## src/rtl/nios_system_led_ctrl_if.sv

```systemverilog
// Avalon-MM slave bus bundle for the LED/GPIO output controller.
interface nios_system_led_ctrl_if;
  localparam int unsigned ADDR_W = 3;
  localparam int unsigned BUS_W  = 32;

  logic [ADDR_W-1:0] address;
  logic              chipselect;
  logic              write_n;
  logic [BUS_W-1:0]  writedata;
  logic [BUS_W-1:0]  readdata;

  modport master (output address, chipselect, write_n, writedata, input readdata);
  modport slave  (input address, chipselect, write_n, writedata, output readdata);
endinterface

```

## src/rtl/nios_system_led_ctrl.sv

```systemverilog
// LED/GPIO output port: DATA/OUTSET/OUTCLEAR registers, per-bit blink from a
// programmable prescaler, and a one-shot pulse timed by the same prescaler.
module nios_system_led_ctrl #(
  parameter int unsigned            WIDTH          = 8,
  parameter int unsigned            PRESCALE_W     = 24,
  parameter logic [WIDTH-1:0]       RESET_VALUE    = '0,
  parameter logic [PRESCALE_W-1:0]  DEFAULT_PERIOD = PRESCALE_W'(24'd4999999)
) (
  input  logic                 clk,
  input  logic                 reset_n,
  nios_system_led_ctrl_if.slave avs,
  output logic [WIDTH-1:0]     out_port
);

  localparam int unsigned PLEN_W = 8;
  localparam int unsigned BUS_W  = 32;

  localparam logic [2:0] ADDR_DATA     = 3'd0;
  localparam logic [2:0] ADDR_MODE     = 3'd1;
  localparam logic [2:0] ADDR_PERIOD   = 3'd2;
  localparam logic [2:0] ADDR_PULSE    = 3'd3;
  localparam logic [2:0] ADDR_OUTSET   = 3'd4;
  localparam logic [2:0] ADDR_OUTCLEAR = 3'd5;
  localparam logic [2:0] ADDR_PLEN     = 3'd6;

  logic [WIDTH-1:0]      data;
  logic [WIDTH-1:0]      mode;
  logic [PRESCALE_W-1:0] period;
  logic [PRESCALE_W-1:0] presc_cnt;
  logic                  phase;
  logic [WIDTH-1:0]      pulse_active;
  logic [PLEN_W-1:0]     pulse_cnt;
  logic [PLEN_W-1:0]     pulse_len;

  logic                  wr_c;
  logic                  period_wr_c;
  logic                  pulse_wr_c;
  logic                  tick_c;
  logic [WIDTH-1:0]      wd_w_c;
  logic [PRESCALE_W-1:0] wd_p_c;
  logic [PLEN_W-1:0]     wd_l_c;
  logic                  unused_wd;

  // Bus decode; a PERIOD write suppresses the tick of its own cycle
  always_comb begin
    wr_c        = avs.chipselect && !avs.write_n;
    wd_w_c      = avs.writedata[WIDTH-1:0];
    wd_p_c      = avs.writedata[PRESCALE_W-1:0];
    wd_l_c      = avs.writedata[PLEN_W-1:0];
    period_wr_c = wr_c && (avs.address == ADDR_PERIOD);
    pulse_wr_c  = wr_c && (avs.address == ADDR_PULSE) && (wd_w_c != '0);
    tick_c      = (presc_cnt == '0) && !period_wr_c;
  end

  assign unused_wd = ^avs.writedata;

  // Programmable registers
  always_ff @(posedge clk or negedge reset_n) begin
    if (!reset_n) begin
      data      <= RESET_VALUE;
      mode      <= '0;
      period    <= DEFAULT_PERIOD;
      pulse_len <= PLEN_W'(1);
    end else if (wr_c) begin
      case (avs.address)
        ADDR_DATA:     data      <= wd_w_c;
        ADDR_MODE:     mode      <= wd_w_c;
        ADDR_PERIOD:   period    <= wd_p_c;
        ADDR_OUTSET:   data      <= data | wd_w_c;
        ADDR_OUTCLEAR: data      <= data & ~wd_w_c;
        ADDR_PLEN:     pulse_len <= wd_l_c;
        default: ;
      endcase
    end
  end

  // Prescaler and blink phase
  always_ff @(posedge clk or negedge reset_n) begin
    if (!reset_n) begin
      presc_cnt <= DEFAULT_PERIOD;
      phase     <= 1'b1;
    end else begin
      if (period_wr_c)
        presc_cnt <= wd_p_c;
      else if (presc_cnt == '0)
        presc_cnt <= period;
      else
        presc_cnt <= presc_cnt - PRESCALE_W'(1);
      if (tick_c)
        phase <= ~phase;
    end
  end

  // One-shot pulse; a PULSE write wins over a coincident tick
  always_ff @(posedge clk or negedge reset_n) begin
    if (!reset_n) begin
      pulse_active <= '0;
      pulse_cnt    <= '0;
    end else if (pulse_wr_c) begin
      pulse_active <= pulse_active | wd_w_c;
      pulse_cnt    <= (pulse_len == '0) ? PLEN_W'(1) : pulse_len;
    end else if (tick_c && (pulse_active != '0)) begin
      if (pulse_cnt <= PLEN_W'(1)) begin
        pulse_active <= '0;
        pulse_cnt    <= '0;
      end else begin
        pulse_cnt <= pulse_cnt - PLEN_W'(1);
      end
    end
  end

  // Registered LED drive
  always_ff @(posedge clk or negedge reset_n) begin
    if (!reset_n)
      out_port <= RESET_VALUE;
    else
      out_port <= pulse_active | (data & ~mode) | (data & mode & {WIDTH{phase}});
  end

  // Zero-latency read mux
  always_comb begin
    avs.readdata = '0;
    case (avs.address)
      ADDR_DATA:   avs.readdata = BUS_W'(data);
      ADDR_MODE:   avs.readdata = BUS_W'(mode);
      ADDR_PERIOD: avs.readdata = BUS_W'(period);
      ADDR_PULSE:  avs.readdata = BUS_W'(pulse_active);
      ADDR_PLEN:   avs.readdata = BUS_W'(pulse_len);
      default:     avs.readdata = '0;
    endcase
  end

endmodule

```

## src/flat_wrapper.sv

```systemverilog
// flat-port wrapper written by rule: the top's interface ports become plain ports
module nios_system_led_ctrl_flat 
#(
  parameter int unsigned            WIDTH          = 8,
  parameter int unsigned            PRESCALE_W     = 24,
  parameter logic [WIDTH-1:0]       RESET_VALUE    = '0,
  parameter logic [PRESCALE_W-1:0]  DEFAULT_PERIOD = PRESCALE_W'(24'd4999999)
)
  (clk, reset_n, out_port, avs_address, avs_chipselect, avs_write_n, avs_writedata, avs_readdata);
  nios_system_led_ctrl_if avs_i ();
  input  logic clk;
  input  logic reset_n;
  output logic [WIDTH-1:0] out_port;
  input wire logic [$bits(avs_i.address)-1:0] avs_address;
  input wire logic [$bits(avs_i.chipselect)-1:0] avs_chipselect;
  input wire logic [$bits(avs_i.write_n)-1:0] avs_write_n;
  input wire logic [$bits(avs_i.writedata)-1:0] avs_writedata;
  output wire logic [$bits(avs_i.readdata)-1:0] avs_readdata;
  assign avs_i.address = avs_address;
  assign avs_i.chipselect = avs_chipselect;
  assign avs_i.write_n = avs_write_n;
  assign avs_i.writedata = avs_writedata;
  assign avs_readdata = avs_i.readdata;
  nios_system_led_ctrl #(.WIDTH(WIDTH), .PRESCALE_W(PRESCALE_W), .RESET_VALUE(RESET_VALUE), .DEFAULT_PERIOD(DEFAULT_PERIOD)) u_core (.clk(clk), .reset_n(reset_n), .avs(avs_i), .out_port(out_port));
endmodule
```

## config.mk

```make
export PLATFORM = sky130hd
export DESIGN_NAME = nios_system_led_ctrl_flat
export DESIGN_NICKNAME = d
export VERILOG_FILES = /design/src/rtl/nios_system_led_ctrl_if.sv /design/src/rtl/nios_system_led_ctrl.sv /design/src/flat_wrapper.sv
export SDC_FILE = /design/constraint.sdc
export NUM_CORES = 1
export LEC_CHECK = 0
export ABC_AREA = 1
export BUFFER_PORTS_ARGS = -buffer_cell sky130_fd_sc_hd__clkbuf_2
export CAP_MARGIN = 20
export CELL_PAD_IN_SITES_DETAIL_PLACEMENT = 1
export CELL_PAD_IN_SITES_GLOBAL_PLACEMENT = 1
export CORE_UTILIZATION = 42
export DETAILED_ROUTE_END_ITERATION = 7
export GPL_TIMING_DRIVEN = 1
export PLACE_DENSITY_LB_ADDON = 0.08
export RECOVER_POWER = 50
export SLEW_MARGIN = 40
export SYNTH_ARGS = -nofsm -noshare
export SYNTH_HDL_FRONTEND = slang
export SYNTH_SLANG_ARGS = --single-unit
```

## constraint.sdc

```tcl
create_clock -name clk -period 2.41 [get_ports clk]
set_clock_uncertainty 0.2 [all_clocks]
set_input_delay 0.482 -clock clk [delete_from_list [all_inputs] [get_ports clk]]
set_output_delay 0.482 -clock clk [all_outputs]
set_load 0.02 [all_outputs]
```

== Word level (Yosys, flattened, before mapping) ==
Index checks and enable logic that the tools add are counted.

* Add/sub/neg operators: 2
* $lt $le $gt $ge: 1
* Equality and inequality tests: 6
* Mux-type cells: 11
* Bitwise gates (word level): 11
* Reduce and logical (&&, ||, !) cells: 21

{| class="wikitable"
|+ Operators with widths
! cell !! count
|-
| $pmux W24 S5 || 1
|-
| $mux W8 || 7
|-
| $mux W24 || 2
|-
| $and A8 B8 Y8 || 4
|-
| $or A8 B8 Y8 || 4
|-
| $logic_not A24 Y1 || 1
|-
| $pmux W8 S3 || 1
|-
| $sub A24 B1 Y24 const B || 1
|-
| $not A8 Y8 || 2
|-
| $reduce_bool A8 Y1 || 2
|-
| $reduce_and A2 Y1 || 5
|-
| $eq A3 B3 Y1 const B || 3
|-
| $le A8 B1 Y1 const B || 1
|-
| $logic_not A8 Y1 || 1
|-
| $sub A8 B1 Y8 const B || 1
|-
| $eq A3 B2 Y1 const B || 2
|-
| $logic_and A1 B1 Y1 || 6
|-
| $reduce_bool A2 Y1 || 2
|-
| $eq A3 B1 Y1 const B || 1
|-
| $logic_not A3 Y1 || 1
|-
| $reduce_bool A3 Y1 || 1
|-
| $logic_not A1 Y1 || 2
|-
| $not A1 Y1 || 1
|}

* Flip-flop bits (word level): 97
* Input bits: 39
* Output and inout port bits: 40

== Depth between registers and ports, before layout ==
Gate-level depths: netlist of run 1.

* Depth in word-level cells: 8
* Mapped depth: 11
* Depth with buffers taken out: 10

== Least setup slack after synthesis of run 1 ==
Ideal clock, no wire load.

* Path kind: in2out
* Start: input avs_address[1]
* End: output avs_readdata[3]
* Arrival: 1.470 ns
* Path slack: 0.258 ns
* Stages: 4
* Path buffers: 2
* Cell sequence: buf_4 -> nand3_4 -> clkbuf_1 -> o21ai_0

* Word-level cells in the longest chain between the ends: 2
* Elaborated cells between the ends (all ways): 6
* Classes of those cells: eq/ne: 4; mux: 1; reduce/logical: 1

{| class="wikitable"
|+ RTL lines
! element !! line !! RTL
|-
| start: declaration || flat_wrapper.sv:14 || <nowiki>input wire logic [$bits(avs_i.address)-1:0] avs_address;</nowiki>
|-
| $eq A3 B3 Y1, or another cell as far along || nios_system_led_ctrl.sv:123 || <nowiki>case (avs.address)</nowiki>
|-
| $pmux W24 S5 * || nios_system_led_ctrl.sv:123 ||
|-
| end: declaration || flat_wrapper.sv:18 || <nowiki>output wire logic [$bits(avs_i.readdata)-1:0] avs_readdata;</nowiki>
|}

Every way passes the cells marked *; elsewhere a longest branch is shown, timed or not.

== Final worst setup path of run 1 ==
* Start: input avs_address[2]
* End: output avs_readdata[1]

The elaborated chain is that of the path after synthesis.

==> results of run 1 <==
[synth_stat cells, drive strengths merged]
master	instances	share of area [%]
a21oi	11	0.98
a21o	1	0.13
inv	121	8.2
ha	4	0.89
conb	1	0.067
xor2	9	1.4
a31oi	1	0.11
o211ai	4	0.62
dfstp	28	13
nor3	2	0.18
and3	1	0.11
nor2	92	8.8
nand3b	2	0.27
dfrtp	69	31
nand3	57	6.3
xnor2	4	0.62
a21boi	1	0.13
o21a	1	0.13
nand2	209	15
o21ai	70	6.5
o22ai	16	1.8
buf	21	3.1
nand4	11	1.2
clkbuf	2	0.13
and2	1	0.11
[state kept, by name, summed over array words and instances (netlist names)]
register             cells
u_core.period           24
u_core.presc_cnt        24
u_core.data              8
u_core.mode              8
u_core.out_port          8
u_core.pulse_active      8
u_core.pulse_cnt         8
u_core.pulse_len         8
u_core.phase             1
[final timing paths]
| kind | from | slack, ns | end |
|---|---|---|---|
| max in group asynchronous | reset_n | 0.34 | u_core.period[19] |
| min in group asynchronous | reset_n | 0.56 | u_core.pulse_active[4] |
| setup reg to reg | u_core.presc_cnt[0] | 0.32 | u_core.presc_cnt[16] |
| hold reg to reg | u_core.period[2] | 0.29 | u_core.period[2] |
| hold / removal | avs_writedata[18] | 0.13 | u_core.presc_cnt[18] |
| setup / recovery | avs_address[2] | 0.08 | avs_readdata[1] |
[stage by stage]
stage	instances	setup TNS, ns	cell area, µm²
final	997	0	6560
after global routing	997	-0.0330	6560
after CTS	993	0	6530
after detailed placement	976	0	6200
after global placement	976	0	6200
after floorplan	746	0	5660
[cell families after synthesis]
family	after synthesis
and+or+nand+nor	375
adders and majority gates	4
xor gates and xnor gates	13
DFF	97
AOI/OAI and AO/OA	105
other	1
buffers and inverters	144
[routing by layer]
layer / track usage (%) / part of all wire [%] / vias to the layer above
met5: 0 / 0 / -
met1: 33.7 / 45 / 2468
met4: 8.97 / 1.7 / 0
met2: 41.8 / 48 / 111
li1: - / - / 2465
met3: 4.26 / 4.9 / 18
[worst max-delay path: cells and delay by family]
family,cells,cell delay (ns)
buf+inv,3,0.53
compound gates,2,0.37
simple gates,2,0.26
[cell type report]
cell class                 count  area (µm²)
fill                        1655        6270
multi-input combinational    505        2570
inverter                     121         462
clock buffer                  11         243
tap                          172         215
timing repair buffer          86         527
sequential                    97        2460
clock inverter                 5        80.1
[power by group]
group	switching (mW)	total (mW)	internal, mW
clock	0.648	1.59	0.937
combinational	1.23	1.92	0.694
sequential	0.367	2.50	2.13
total	2.24	6.00	3.76
[what timing repair did]
| action | in CTS | in global routing |
|---|---|---|
| endpoints found under the hold margin | 20 | 0 |
| setup buffers | 0 | 4 |
| hold buffers | 1 | 0 |
| gates resized for setup | 0 | 16 |
| endpoints found under the setup margin | 0 | 7 |
==> impl_metrics.json, run 1 <==
{
  "diodes": 0,
  "synth-adder-area-share_pct": 0.888,
  "grt.total_usage_pct": 25.4,
  "rsz0062_at_grt": "yes",
  "tightest_slew_ns": 0.862,
  "post-route-period-util_pct": 96.6,
  "layout_commonest_cell": "nand2_1",
  "gp_congestion": 0.863,
  "rr_worst_depth": 8,
  "crit_chain": "clkbuf_2 -> buf_4 -> nand3_2 -> o22ai_1 -> nor2_1 -> o21ai_0 -> clkbuf_2",
  "fin_crit_ns": 2.33,
  "p_per_area_nw_per_um2": 916,
  "critical_path.slowest_cell": "o22ai_1",
  "leakage_nw": 3.32,
  "worst_slack_ns": 0.0824,
  "ios": 79,
  "first_pass_iters": 4,
  "cts_tree": "yes",
  "coreArea_um2": 12800,
  "area_growth_pct": 16.4,
  "p_total_mw": 6.00,
  "path_class": "in -> out",
  "crit_required_ns": 1.73,
  "synth-simple-area-share_pct": 31.5,
  "die_area_um2": 13900,
  "antenna_found_initial": 0,
  "initialDrtViolationCount": 240,
  "syn_inst": 739,
  "slowest_delay_ns": 0.25,
  "whs_ns": 0.127,
  "hold_depth": 3,
  "crit_fanout": 9,
  "overflow": 0,
  "root_buffer": "clkbuf_16",
  "ys_seq_area_share_pct": 43.7,
  "dpl.hpwl_um": 12600,
  "synthesis.area_um2": 5630,
  "synth_top_family_by_area": "simple AND/OR/NAND/NOR gates",
  "avgRoutedWirePerCell_um": 16.4,
  "ys_ff_latch": 97,
  "clkTransAtPathRegs_ns": 0.07,
  "slew_viol_final": 0,
  "setup_violations": 0,
  "ir_drop_mv": 0.394,
  "yosysUniqueCellTypes": 41,
  "cp_data_arrival_time_ns": 1.65,
  "final_cell_mix": "nand2_1, inv_1, nor2_1",
  "nets": 863,
  "die-height_um": 118,
  "drive_above_1_share_pct": 21.3,
  "clk_path_buf_depth": 2,
  "cts_max_level": 3,
  "worstHoldPathType": "in -> reg",
  "clk_latency_ns": 0.36,
  "start_util_pct": 43.9,
  "relSlewSlack_pct": 42.5,
  "hold_viol": 0,
  "numCtsBuffers": 9,
  "cts.sinks": 97,
  "clock.fmax_mhz": 430,
  "dp_slack_ns": 0.0263,
  "synth.area.mux_share_pct": 0,
  "fin_util_pct": 51.1,
  "io_buffers": 62,
  "die_w_um": 118,
  "grt_pass1_wl_um": 27700,
  "synth_xor_area_share_pct": 2.02,
  "ant_nets": 0,
  "cp-start-kind": "input pin",
  "post-route-drc-count": 0,
  "wl_um": 16400,
  "grt_pass1_vias": 5519,
  "crit_top_cell": "clkbuf_2",
  "num_vias": 5062,
  "grt_max_degree": 35,
  "status": "finished, final reports clean",
  "ys_warn_count": 0,
  "maxCapViolCount": 0,
  "crit_path_end_kind": "primary output",
  "via_per_inst": 5.08,
  "rows": 41,
  "avgSynthCellArea_um2": 7.62,
  "synth_compound_area_share_pct": 10.4
}
No activity file was read; power rests on OpenSTA's default activity.
==> inputs of run 2 (changes only) <==
--- a/config.mk
+++ b/config.mk
@@ -10,7 +10,8 @@
 export CAP_MARGIN = 20
 export CELL_PAD_IN_SITES_DETAIL_PLACEMENT = 1
 export CELL_PAD_IN_SITES_GLOBAL_PLACEMENT = 1
-export CORE_UTILIZATION = 42
+export CORE_UTILIZATION = 38
+export CTS_CLUSTER_SIZE = 25
 export DETAILED_ROUTE_END_ITERATION = 7
 export GPL_TIMING_DRIVEN = 1
 export PLACE_DENSITY_LB_ADDON = 0.08
==> constraint.sdc (replaced) <==
create_clock -name clk -period 2 [get_ports clk]
set_clock_uncertainty 0.2 [all_clocks]
set_input_delay 0.4 -clock clk [delete_from_list [all_inputs] [get_ports clk]]
set_output_delay 0.4 -clock clk [all_outputs]
set_load 0.02 [all_outputs]
==> run 2 against run 1 <==
  * The flow now finishes with violations (negative setup slack)
  * Sequential power increased by 20%
  * Core utilization decreased by 1.3 points
  * Non-clock buffer count increased by 44
  * Power is 23% higher
  * Register-to-register slack got worse by 0.23 ns
  * Critical path depth increased by 1
  * Cell count up 5.8%
  * Cell area increased by 10%
  * Combinational power is 36% higher
  * Critical path type unchanged
  * Critical endpoint unchanged
  * Largest power group unchanged
  * Highest routed layer unchanged
==> impl_metrics.json, run 2 (synthesis results as in run 1) <==
{
  "grt_max_degree": 28,
  "cp-start-kind": "input pin",
  "p_per_area_nw_per_um2": 1020,
  "nets": 909,
  "fin_crit_ns": 2.03,
  "initialDrtViolationCount": 188,
  "grt.total_usage_pct": 24.2,
  "start_util_pct": 38.9,
  "status": "finished with violations",
  "area_growth_pct": 28.0,
  "overflow": 0,
  "drive_above_1_share_pct": 29.0,
  "path_class": "in -> out",
  "switching_share_pct": 38.4,
  "crit_required_ns": 1.40,
  "worst_slack_ns": -0.0289,
  "grt_pass1_vias": 5317,
  "post-route-period-util_pct": 101,
  "antenna_found_initial": 0,
  "crit_fanout": 5,
  "rows": 44,
  "cts.sinks": 97,
  "clk_path_buf_depth": 2,
  "setup_violations": 5,
  "clk_latency_ns": 0.36,
  "slew_viol_final": 0,
  "rsz0062_at_grt": "yes",
  "numCtsBuffers": 9,
  "leakage_nw": 3.59,
  "clkTransAtPathRegs_ns": 0.07,
  "combinationalPowerShare_pct": 35.4,
  "dp_slack_ns": -0.252,
  "relSlewSlack_pct": 58.9,
  "clkPwrFrac_pct": 24.0,
  "ir_drop_mv": 0.410,
  "cts_max_level": 3,
  "layout_commonest_cell": "nand2_1",
  "num_vias": 5274,
  "tightest_slew_ns": 0.617,
  "gp_congestion": 0.900,
  "p_switching_mw": 2.84,
  "post-route-drc-count": 0,
  "first_pass_iters": 4,
  "die-height_um": 124,
  "avgRoutedWirePerCell_um": 17.5,
  "ios": 79,
  "clock.fmax_mhz": 493,
  "power.internal_mw": 4.55,
  "hold_viol": 0,
  "die_area_um2": 15300,
  "maxCapViolCount": 0,
  "via_per_inst": 5.00,
  "seqPwrFrac_pct": 40.7,
  "diodes": 0,
  "io_buffers": 62,
  "root_buffer": "clkbuf_16",
  "top_regs": "u_core.period x24, u_core.presc_cnt x24",
  "ant_nets": 0,
  "die_w_um": 124,
  "p_total_mw": 7.39,
  "dpl.hpwl_um": 13100,
  "wl_um": 18400,
  "cts_tree": "yes",
  "crit_path_end_kind": "primary output",
  "grt_pass1_wl_um": 27800,
  "violations": "negative setup slack",
  "worstHoldPathType": "in -> reg",
  "coreArea_um2": 14500,
  "final_cell_mix": "nand2_1, inv_1, dfrtp_1",
  "cp_data_arrival_time_ns": 1.43
}
[run 2: changes by cell type in the layout (fill, tap and decap cells not counted), moves of 5 or more]
cell	delta
clkbuf_4	+5
o21ai_2	+7
nor2_1	-8
nand2_1	-5
buf_4	+36
inv_1	-7
clkbuf_2	-14
nor2_2	+6
o21ai_0	-11
buf_6	+8
inv_2	+5
[run 2: what timing repair did]
action	in CTS	in global routing
setup endpoints to repair	17	50
hold endpoints to repair	15	0
cloned	0	3
pin swaps	6	15
buffers inserted	3	19
hold buffers	1	0
gates resized for setup	33	91
[run 2: path summary, 6_finish.rpt]
path                       slack (ns)                   end  cells past startpoint                 start
setup / recovery                -0.03       avs_readdata[1]                      8        avs_address[0]
hold / removal                   0.05   u_core.presc_cnt[9]                      3      avs_writedata[9]
setup reg to reg                 0.09   u_core.pulse_cnt[5]                      9  u_core.presc_cnt[21]
hold reg to reg                  0.29     u_core.period[18]                      2     u_core.period[18]
max in group asynchronous        0.28  u_core.presc_cnt[18]                      3               reset_n
min in group asynchronous        0.38        u_core.data[4]                      2               reset_n
[run 2: through the flow]
step | utilization (%) | cells | TNS, ns | cell area (µm²) | hold slack, ns
after floorplan | - | 746 | 0 | 5660 | -0.0956
after global placement | 44.2 | 1013 | -2.28 | 6400 | 0.127
after detailed placement | 44.2 | 1013 | -3.78 | 6400 | 0.135
after CTS | 46.9 | 1033 | -1.53 | 6790 | 0.0435
after global routing | 49.8 | 1055 | -0.463 | 7210 | 0.0613
final | 49.8 | 1055 | -0.0870 | 7210 | 0.0529
[run 2: cell type report]
type                       instances  area (µm²)
clock buffer                      11         233
clock inverter                     5        57.6
tap                              184         230
fill                            1791        7270
multi-input combinational        507        2730
sequential                        97        2460
timing repair buffer             130        1030
inverter                         121         472
[run 2: critical path, cell delays in order]
cell and delay, ns:
buf_8 0.10, inv_8 0.06, buf_8 0.12, nand3_4 0.14, o22ai_1 0.20, nor2_1 0.07, o21ai_1 0.13, buf_4 0.18
[run 2: routing by layer]
metal | GRT usage (%) | part of all wire [%] | vias up
met2 | 37.3 | 47 | 102
met1 | 34.7 | 49 | 2599
met5 | 0 | 0 | -
met4 | 8.51 | 1.5 | 0
met3 | 2.93 | 3.1 | 18
li1 | - | - | 2555
[run 2: power groups by stage]
stage | Combinational (mW) | Sequential, mW | Clock [mW]
final | 2.61 | 3.01 | 1.77
after global routing | 2.95 | 3.08 | 1.86
after CTS | 2.48 | 2.99 | 1.80
after detailed placement | 2.43 | 3.01 | 0
after global placement | 2.32 | 3.00 | 0
after floorplan | 1.74 | 2.89 | 0
